$ cat src/rtl/beat_sequencer.sv
// Pattern playback: walks a STEPS x CODE_W beat register at a programmable
// per-step period, emitting step index, start strobe, note code and gate.
module beat_sequencer #(
  parameter int STEPS      = 16,
  parameter int CODE_W     = 3,
  parameter int MIN_PERIOD = 2,
  parameter int PW         = 24
) (
  input  logic                      clk,
  input  logic                      rst_n,
  input  logic [STEPS*CODE_W-1:0]   beats,
  input  logic                      run,
  input  logic [PW-1:0]             step_period,
  output logic [$clog2(STEPS)-1:0]  step,
  output logic                      step_strobe,
  output logic [CODE_W-1:0]         note_code,
  output logic                      gate,
  output logic                      playing
);
  localparam int IW = $clog2(STEPS);

  typedef enum logic {IDLE, PLAY} state_t;

  state_t            state, state_nxt;
  logic [PW-1:0]     cnt, cnt_nxt, per, per_nxt;
  logic [PW-1:0]     cnt_inc, per_in;
  logic [IW-1:0]     step_nxt, start_idx;
  logic              strobe_nxt, gate_nxt, start;
  logic [CODE_W-1:0] note_nxt, start_code;

  assign cnt_inc    = cnt + 1'b1;
  assign per_in     = (step_period < PW'(MIN_PERIOD)) ? PW'(MIN_PERIOD) : step_period;
  assign start_code = beats[start_idx*CODE_W +: CODE_W];

  always_comb begin
    state_nxt  = state;
    cnt_nxt    = cnt;
    per_nxt    = per;
    step_nxt   = step;
    note_nxt   = note_code;
    gate_nxt   = gate;
    strobe_nxt = 1'b0;
    start      = 1'b0;
    start_idx  = '0;
    case (state)
      IDLE: begin
        if (run) start = 1'b1;
      end
      PLAY: begin
        if (!run) begin
          // stop wins over a coincident step boundary
          state_nxt = IDLE;
          cnt_nxt   = '0;
          step_nxt  = '0;
          note_nxt  = '0;
          gate_nxt  = 1'b0;
        end else if (cnt_inc == per) begin
          start     = 1'b1;
          start_idx = step + 1'b1;
        end else begin
          cnt_nxt = cnt_inc;
          if (cnt_inc == (per >> 1)) gate_nxt = 1'b0;
        end
      end
      default: state_nxt = IDLE;
    endcase
    if (start) begin
      state_nxt  = PLAY;
      cnt_nxt    = '0;
      per_nxt    = per_in;
      step_nxt   = start_idx;
      note_nxt   = start_code;
      gate_nxt   = (start_code != '0);
      strobe_nxt = 1'b1;
    end
  end

  always_ff @(posedge clk or negedge rst_n) begin
    if (!rst_n) begin
      state       <= IDLE;
      cnt         <= '0;
      per         <= PW'(MIN_PERIOD);
      step        <= '0;
      step_strobe <= 1'b0;
      note_code   <= '0;
      gate        <= 1'b0;
    end else begin
      state       <= state_nxt;
      cnt         <= cnt_nxt;
      per         <= per_nxt;
      step        <= step_nxt;
      step_strobe <= strobe_nxt;
      note_code   <= note_nxt;
      gate        <= gate_nxt;
    end
  end

  assign playing = (state == PLAY);
endmodule

$ cat config.mk
export PLATFORM = sky130hd
export DESIGN_NAME = beat_sequencer
export DESIGN_NICKNAME = d
export VERILOG_FILES = /design/src/rtl/beat_sequencer.sv
export SDC_FILE = /design/constraint.sdc
export NUM_CORES = 1
export LEC_CHECK = 0
export CORE_ASPECT_RATIO = 1.4
export CORE_UTILIZATION = 40
export CTS_CLUSTER_SIZE = 16
export DETAILED_ROUTE_END_ITERATION = 6
export HOLD_SLACK_MARGIN = 0.08
export PLACE_DENSITY = 0.72
export SLEW_MARGIN = 15
export SYNTH_ARGS = -nofsm -noshare
export SYNTH_HDL_FRONTEND = slang
export SYNTH_SLANG_ARGS = --single-unit
$ cat constraint.sdc
create_clock -name clk -period 5.2 [get_ports clk]
set_input_delay 0.52 -clock clk [delete_from_list [all_inputs] [get_ports clk]]
set_output_delay 0.52 -clock clk [all_outputs]
set_load 0.05 [all_outputs]
== Yosys cells after proc, flatten, opt, wreduce, memory -nomap -nowiden ==
Cells that the tools add are included.

* Bitwise gates (word level): 1
* Shift operators: 1
* Equal/unequal tests: 5
* Muxes and demuxes: 26
* Reduce and logical (&&, ||, !) cells: 5
* Add/sub/neg operators: 2
* Multiply operators: 1
* Magnitude comparators: 1

{| class="wikitable"
|+ Operators with widths
! kind !! count
|-
| $mux 24 || 5
|-
| $shiftx 48x7->3 || 1
|-
| $add 24x1->24 const B || 1
|-
| $eq 24x23->1 || 1
|-
| $eq 24x24->1 || 1
|-
| $lt 24x2->1 const B || 1
|-
| $mux 4 || 6
|-
| $mux 1 || 11
|-
| $mux 3 || 3
|-
| $mul 4x2->6 const B || 1
|-
| $add 4x1->4 const B || 1
|-
| $reduce_and 2->1 || 2
|-
| $ne 3x1->1 const B || 1
|-
| $ne 3x3->1 const B || 1
|-
| $reduce_and 3->1 || 1
|-
| $reduce_bool 3->1 || 1
|-
| $ne 2x1->1 const B || 1
|-
| $pmux 1 s2 || 1
|-
| $reduce_bool 2->1 || 1
|-
| $not 1->1 || 1
|}

* Logic and storage cells: 49
* Output and inout port bits: 10
* Bits in registers: 58
* Bits of input ports: 75

== Depth between registers and ports, before layout ==
Gate-level depths: netlist of run 1.

* Depth in word-level cells: 9
* Depth in mapped cells: 14
* Gate-level depth less buffers: 10

== Least setup slack after synthesis of run 1 ==
No wires, ideal clock.

* Kind: flip-flop to flip-flop
* From: reg cnt[0]
* To: reg gate
* Period minus slack after synthesis: 3.284 ns
* Cell stages (with the launch flop): 11
* Buffers on the path: 0
* Library setup time: 0.129 ns
* Arrival time: 3.156 ns
* Data required time: 5.071 ns
* Path slack: 1.916 ns
* Path through: dfrtp_1 -> ha_1 -> nand4_2 -> nor4_2 -> a31o_1 -> o2111ai_1 -> a2111o_1 -> and4bb_2 -> nand2_1 -> mux2_1 -> a2111o_1

* Longest elaborated chain between the ends: 9
* Elaborated cells between the ends (all ways): 17
* Those cells by class: add/sub: 1; mul: 1; eq/ne: 4; shift: 1; mux: 7; reduce/logical: 3

{| class="wikitable"
|+ RTL lines
! element !! line !! RTL
|-
| start: declaration || 25 || <nowiki>logic [PW-1:0] cnt, cnt_nxt, per, per_nxt;</nowiki>
|-
| start signal: assignment || 89 || <nowiki>cnt <= cnt_nxt;</nowiki>
|-
| $add 24x1->24 * || 31 || <nowiki>assign cnt_inc = cnt + 1'b1;</nowiki>
|-
| $eq 24x24->1 || 57 || <nowiki>end else if (cnt_inc == per) begin</nowiki>
|-
| $mux 4 || 57 ||
|-
| $mux 4 || 50 || <nowiki>if (!run) begin</nowiki>
|-
| $mux 4 || 45 || <nowiki>case (state)</nowiki>
|-
| $mul 4x2->6 || 33 || <nowiki>assign start_code = beats[start_idx*CODE_W +: CODE_W];</nowiki>
|-
| $shiftx 48x7->3 || 33 ||
|-
| $reduce_bool 3->1 || 73 || <nowiki>gate_nxt = (start_code != '0);</nowiki>
|-
| $mux 1 || 67 || <nowiki>if (start) begin</nowiki>
|-
| end signal: assignment || 94 || <nowiki>gate <= gate_nxt;</nowiki>
|-
| end: declaration || 17 || <nowiki>output logic gate,</nowiki>
|}

Mark *: on every way between the ends. The rest lies on a longest branch, timed or not.
A chain may end at the register's enable or synchronous reset.

== Worst setup path in the final report of run 1 ==
* From: reg cnt[0]
* To: reg per[0]

* Longest elaborated chain between the ends: 5

{| class="wikitable"
|+ RTL lines
! element !! line !! RTL
|-
| $add 24x1->24 || 31 ||
|-
| $eq 24x24->1 || 57 ||
|-
| $mux 1 || 57 ||
|-
| $mux 1 || 50 ||
|-
| $pmux 1 s2 || 45 ||
|-
| end signal: assignment || 82 || <nowiki>per <= PW'(MIN_PERIOD);</nowiki>
|-
| end signal: assignment || 90 || <nowiki>per <= per_nxt;</nowiki>
|-
| end: declaration || 25 ||
|}

Every way passes these cells.

==> results of run 1 <==
[worst paths after layout]
kind                                    from      endpoint  slack (ns)  cells past startpoint
worst max-delay path                  cnt[0]        per[0]        1.09                     10
worst min-delay path                   rst_n        cnt[3]        0.33                      2
worst max register to register        cnt[0]        per[0]        1.09                     10
worst min register to register  note_code[2]  note_code[2]        0.48                      1
max in group asynchronous              rst_n       step[0]        4.39                      2
min in group clk                note_code[2]  note_code[2]        0.48                      1
[per-stage QoR]
stage	power (mW)	instances	hold WS (ns)
final	1.45	713	0.330
after detailed placement	0.808	696	0.474
after global placement	0.801	696	0.472
after global routing	1.51	713	0.401
after floorplan	0.683	506	0.224
after CTS	1.46	712	0.363
[kinds of logic after synthesis]
logic type,synth area share [%]
compound gates,16.6
flops,31.8
mux,13.0
buf+inv,5.65
simple gates,20.3
fa+ha+maj,0.548
xor+xnor,12.1
[area by class of cell]
type / instances / area (µm²)
repair buffers: 87 / 878
inverters: 23 / 86.3
fillers: 1005 / 5180
flip-flops and latches: 58 / 1450
multi-input cells: 388 / 2870
clock buffers: 9 / 225
well taps: 141 / 176
clock inverters: 7 / 101
[routing by layer]
| metal | global-route usage (%) | share of wire [%] |
|---|---|---|
| met1 | 24.6 | 37 |
| met2 | 42.0 | 53 |
| met3 | 4.91 | 5.5 |
| met4 | 14.8 | 5.2 |
| met5 | 0 | 0 |
[synthesized netlist by cell type (2+ instances only)]
cell       count  area share (%)
a211oi_1       5            0.82
a221oi_1       2            0.38
buf_4          3            0.49
o31ai_1        3            0.49
a21o_1         6            0.99
mux2_1        21             5.2
o22ai_1       13             1.8
nor4_1         6            0.82
nor3_1        11             1.2
clkbuf_1      14             1.2
mux2_2        10             2.5
xor2_1        19             3.6
o221ai_1       2            0.38
nor3_4         2            0.71
a21oi_1       27             3.0
a2111o_1       2            0.49
nor2_1        22             1.8
a22o_1         2            0.38
nand3_1       31             3.4
a2111oi_2      2            0.66
buf_2         17             1.9
xnor3_1        2            0.99
inv_1         22             1.8
xnor2_1       39             7.5
a31oi_1        4            0.55
nor4_2         4             1.1
and3_1         6            0.82
nand2_1       29             2.4
mux2i_1       22             4.8
ha_1           2            0.55
nand4_1       15             2.1
and2_1         4            0.55
o21a_1         3            0.49
buf_1          3            0.25
nand2b_1       6            0.82
and4_1         5            0.96
or3_1          2            0.27
o2bb2ai_1      2            0.38
dfrtp_1       57              31
a311oi_1       2            0.38
nor2b_1        4            0.55
o21ai_1        9            0.99
o2111ai_1      4            0.77
o21ai_0       16             1.8
[placed cells by master, fill, tap and decap left out, types with 9 or more instances in the layout]
cell              n
nand2_1          29
nor3_1           11
nand3_1          31
inv_1            22
xnor2_1          39
nand4_1          15
mux2i_1          22
a21oi_1          26
dfrtp_1          57
nor2_1           21
mux2_2           10
clkdlybuf4s50_1  83
o21ai_1           9
o22ai_1          13
mux2_1           21
clkbuf_16         9
o21ai_0          16
xor2_1           19
[sequential cells by signal, summed over array words and instances (netlist names)]
name	cells
step	4
step_strobe	1
playing	1
cnt	24
per	24
note_code	3
gate	1
[worst register-to-register path, stage by stage (launching register included)]
cell and delay [ns]:
dfrtp_1 0.44, ha_1 0.34, nand4_2 0.28, nor3_1 0.49, nand4_1 0.38, a31oi_1 0.26, and4_1 0.37, inv_2 0.07
o21ai_1 0.13, nand2_1 0.64, mux2_1 0.59
[power breakdown]
| group | switching (mW) | internal, mW |
|---|---|---|
| Combinational | 0.121 | 0.147 |
| Sequential | 0.0534 | 0.485 |
| Clock | 0.222 | 0.422 |
| Total | 0.396 | 1.05 |
==> qor.csv, run 1 <==
stage,metric,value,unit
global_route,grt_overflow,0,
logic_synthesis,ys.warnings.count,0,
sta,timing.fmax,243,MHz
cells_and_area,final_area,5790,µm²
logic_synthesis,ys.flop_type,dfrtp_1,
sta,timing.final.max_slew_violations,0,
critical_path,critPathLaunchType,register,
critical_path,cp_slowest_stage_delay,0.64,ns
place,hpwl,9830,µm
critical_path,critPathTopFamily,simple AND/OR/NAND/NOR gates,
place,port_buffers,84,
drt,dr_total_vias,4237,
global_route,grt_pass1_vias,4319,
logic_synthesis,synth_edf_count,0,
sta,fin_crit_sh,79.1,%
floorplan,initial_core_util,41.6,%
drt,wl_per_cell,18.2,µm
logic_synthesis,yosysUniqueCellTypes,68,
sta,slew_headroom,27.7,%
cells_and_area,final_nets,644,
critical_path,cp_data_arrival_time,4.33,ns
hold_path,hold_path.class,in -> async,
drt,via_per_inst,5.94,
global_route,antenna_found_initial,0,
floorplan,ios,85,
global_route,grt_pass1_wl,21500,µm
critical_path,worstSetupEndpointType,register,
critical_path,critical-path-slowest-cell,nand2_1,
sta,rsz0062_at_grt,false,
cts,htree_levels,3,
drt,drt.antenna.violating_nets,0,
sta,finalSetupTns,0,ns
floorplan,die_width,92.3,µm
cts,clock-sinks,58,
place,globalplace.congestion,0.942,
cts,cts_tree,built,
logic_synthesis,syn_area,4570,µm²
logic_synthesis,synthArstFlopShare,100,%
place,place_area,5440,µm²
job,max_cap_viol_count,0,
cts,clockRootBuffer,clkbuf_16,
logic_synthesis,syn_nets,583,
global_route,grt_use_total,23.3,%
floorplan,core_region_area,11000,µm²
global_route,grt_max_degree,59,
power_and_ir_drop,ir_worst_vdd,0.000127,V
cts,post_cts_resize_count,0,
critical_path,criticalPathCategory,reg -> reg,
floorplan,rows,45,
critical_path,required,5.41,ns
sta,setup_ws,1.09,ns
sta,min_period,4.11,ns
logic_synthesis,syn_inst,506,
outcome,status,completed,
cells_and_area,fin_util,52.8,%
critical_path,crit_buf_inv,1,
cts,insertion_delay,0.34,ns
drt,wl,13000,µm
cts,clkTransAtPathRegs,0.06,ns
place,post-place-ws,1.08,ns
power_and_ir_drop,p_leak,2.18,nW
floorplan,die_area,11900,µm²
cts,cts_buffer_depth,2,
logic_synthesis,ys_seq_area_share,31.8,%
sta,finalSetupViolCount,0,
cts,cts_buffers,9,
cts,hold_buffers,0,
cells_and_area,diodes,0,
critical_path,crit_path_max_fanout,25,
sta,tightest_slew,1.08,ns
power_and_ir_drop,powerDensity,250,nW/µm²
floorplan,die_y,128,µm
cts,postCtsSetupBuffers,0,
cells_and_area,area_growth,26.9,%
sta,hold_viol,0,
drt,drtIter0Drc,198,
logic_synthesis,syn_avg_cell_area,9.02,µm²
drt,drt_pass1_iterations,4,
drt,drcViolationCount,0,
sta,finalClockSkew,0.00854,ns
cells_and_area,layout-drive-gt1-share,8.57,%
critical_path,path_cells,ha_1 -> nand4_2 -> nor3_1 -> nand4_1 -> a31oi_1 -> and4_1 -> inv_2 -> o21ai_1 -> nand2_1 -> mux2_1,
logic_synthesis,synth-seq-cells,58,
Power figures use the tool's default switching activity.
==> run 2: changes to the inputs <==
--- a/config.mk
+++ b/config.mk
@@ -10,7 +10,7 @@
 export CTS_CLUSTER_SIZE = 16
 export DETAILED_ROUTE_END_ITERATION = 6
 export HOLD_SLACK_MARGIN = 0.08
-export PLACE_DENSITY = 0.72
+export PLACE_DENSITY = 0.74
 export SLEW_MARGIN = 15
 export SYNTH_ARGS = -nofsm -noshare
 export SYNTH_HDL_FRONTEND = slang
==> constraint.sdc (replaced) <==
create_clock -name clk -period 3.5 [get_ports clk]
set_input_delay 0.35 -clock clk [delete_from_list [all_inputs] [get_ports clk]]
set_output_delay 0.35 -clock clk [all_outputs]
set_load 0.05 [all_outputs]
==> qor.csv, run 2 (synthesis results as in run 1) <==
stage,metric,value,unit
outcome,status,completed,
critical_path,critPathLaunch,cnt[0],
place,port_buffers,84,
drt,drcViolationCount,0,
cells_and_area,area_growth,33.3,%
drt,drt.antenna.violating_nets,0,
power_and_ir_drop,p_leak,2.38,nW
critical_path,r2r_start,cnt[0],
sta,slew_headroom,57.2,%
global_route,grt_use_total,24.5,%
cells_and_area,largest_registers,"cnt x24, per x24, step x4",
sta,timing.final.max_slew_violations,0,
critical_path,crit_path_max_fanout,6,
sta,timing.fmax,297,MHz
cts,cts_buffers,9,
sta,rsz0062_at_grt,false,
cts,htree_levels,3,
cells_and_area,final_area,6080,µm²
floorplan,ios,85,
cells_and_area,final-seq-area,1460,µm²
power_and_ir_drop,ir_worst_vdd,0.000218,V
cts,cts_buffer_depth,2,
cts,clkTransAtPathRegs,0.06,ns
cells_and_area,multiInputGateArea,2910,µm²
cells_and_area,diodes,0,
cells_and_area,layout-drive-gt1-share,14.7,%
cells_and_area,n_fill_cell,970,
drt,dr_total_vias,4397,
critical_path,critPathLaunchType,register,
drt,wl_per_cell,18.2,µm
place,hpwl,10700,µm
sta,tightest_slew,0.641,ns
floorplan,die_y,128,µm
cells_and_area,final_nets,679,
job,max_cap_viol_count,0,
place,place_area,5680,µm²
sta,hold_viol,0,
critical_path,criticalPathCategory,reg -> reg,
sta,fin_crit_sh,96.2,%
sta,min_period,3.37,ns
sta,finalSetupTns,0,ns
global_route,grt_max_degree,35,
drt,via_per_inst,5.88,
cts,clock-sinks,58,
hold_path,min_from,note_code[1],
drt,drtIter0Drc,273,
floorplan,rows,45,
global_route,grt_pass1_wl,22300,µm
critical_path,cp_data_arrival_time,3.59,ns
critical_path,worstSetupEndpointType,register,
sta,finalClockSkew,0.00545,ns
global_route,antenna_found_initial,0,
floorplan,die_width,92.3,µm
critical_path,required,3.73,ns
cts,clockRootBuffer,clkbuf_16,
floorplan,initial_core_util,41.6,%
cells_and_area,mostFrequentLayoutCells,"clkdlybuf4s50_1 (83), dfrtp_1 (52), xnor2_1 (39), buf_4 (37), nand3_1 (31)",
power_and_ir_drop,powerDensity,357,nW/µm²
sta,finalSetupViolCount,0,
cts,insertion_delay,0.34,ns
drt,wl,13600,µm
cts,cts_tree,built,
floorplan,core_region_area,11000,µm²
cells_and_area,layout_commonest_cell,clkdlybuf4s50_1,
global_route,grt_overflow,0,
hold_path,hold_path.class,reg -> reg,
drt,drt_pass1_iterations,5,
floorplan,die_area,11900,µm²
place,globalplace.congestion,1.00,
global_route,grt_pass1_vias,4479,
==> run 2: cell count changes in the layout (fill, tap and decap cells not counted), sizes merged <==
cell | previous run | this run
buf | 4 | 38
clkinv | 2 | 3
clkinvlp | 2 | 1
dlygate4sd3 | 0 | 1
==> run 2: final timing paths <==
check,endpoint,slack [ns],depth (start not counted)
max in group asynchronous,per[1],2.07,3
setup reg to reg,gate,0.13,11
min in group asynchronous,cnt[15],0.54,2
hold reg to reg,note_code[1],0.48,1
hold / removal,note_code[1],0.48,1
setup / recovery,gate,0.13,11
==> run 2: layer usage <==
metal	vias to the layer above	GRT usage (%)	routed length, µm	part of all wire, %
met3	52	4.67	637	4.7
met1	2120	25.1	4950	36
li1	2053	-	-	-
met5	-	0	0	0
met4	0	15.4	739	5.4
met2	172	45.3	7260	53
==> run 2: report_power, final <==
part | switching (mW) | total, mW | internal, mW | leakage, nW
combinational | 0.182 | 0.407 | 0.225 | 1.48
clock | 0.335 | 0.963 | 0.628 | 0.156
sequential | 0.0793 | 0.800 | 0.721 | 0.738
==> run 2: through the flow <==
| stage | util, % | std cells | total power, mW | setup WS [ns] | hold WS [ns] |
|---|---|---|---|---|---|
| after floorplan | - | 506 | 1.01 | 0.216 | 0.0544 |
| after global placement | 51.8 | 729 | 1.20 | 0.0551 | 0.383 |
| after detailed placement | 51.8 | 729 | 1.21 | 0.0112 | 0.391 |
| after CTS | 54.9 | 746 | 2.17 | 0.0118 | 0.485 |
| after global routing | 55.4 | 748 | 2.24 | 0.0138 | 0.487 |
| final | 55.4 | 748 | 2.17 | 0.133 | 0.482 |
==> run 2: final cells by class <==
type / count / area share [%]
Multi-Input combinational cell: 388 / 47.9
Sequential cell: 58 / 24.0
Timing Repair Buffer: 122 / 18.5
Clock buffer: 9 / 3.70
Tap cell: 141 / 2.90
Clock inverter: 7 / 1.69
Inverter: 23 / 1.42
==> run 2: worst max-delay path, stage by stage (launching register included) <==
cell	delay (ns)
dfrtp_2	0.44
nand3_1	0.23
buf_4	0.25
nor4_2	0.43
xnor2_1	0.17
o21a_1	0.22
nor4b_2	0.24
buf_4	0.16
and4bb_2	0.33
nand2_1	0.10
mux2_1	0.34
a2111o_1	0.34
==> run 2: what timing repair did <==
| action | in CTS | in global routing |
|---|---|---|
| pin swaps | 0 | 3 |
| hold buffers | 1 | 0 |
| setup endpoints to repair | 1 | 37 |
| buffers inserted | 0 | 2 |
| endpoints found under the hold margin | 24 | 0 |
| gates resized for setup | 1 | 9 |
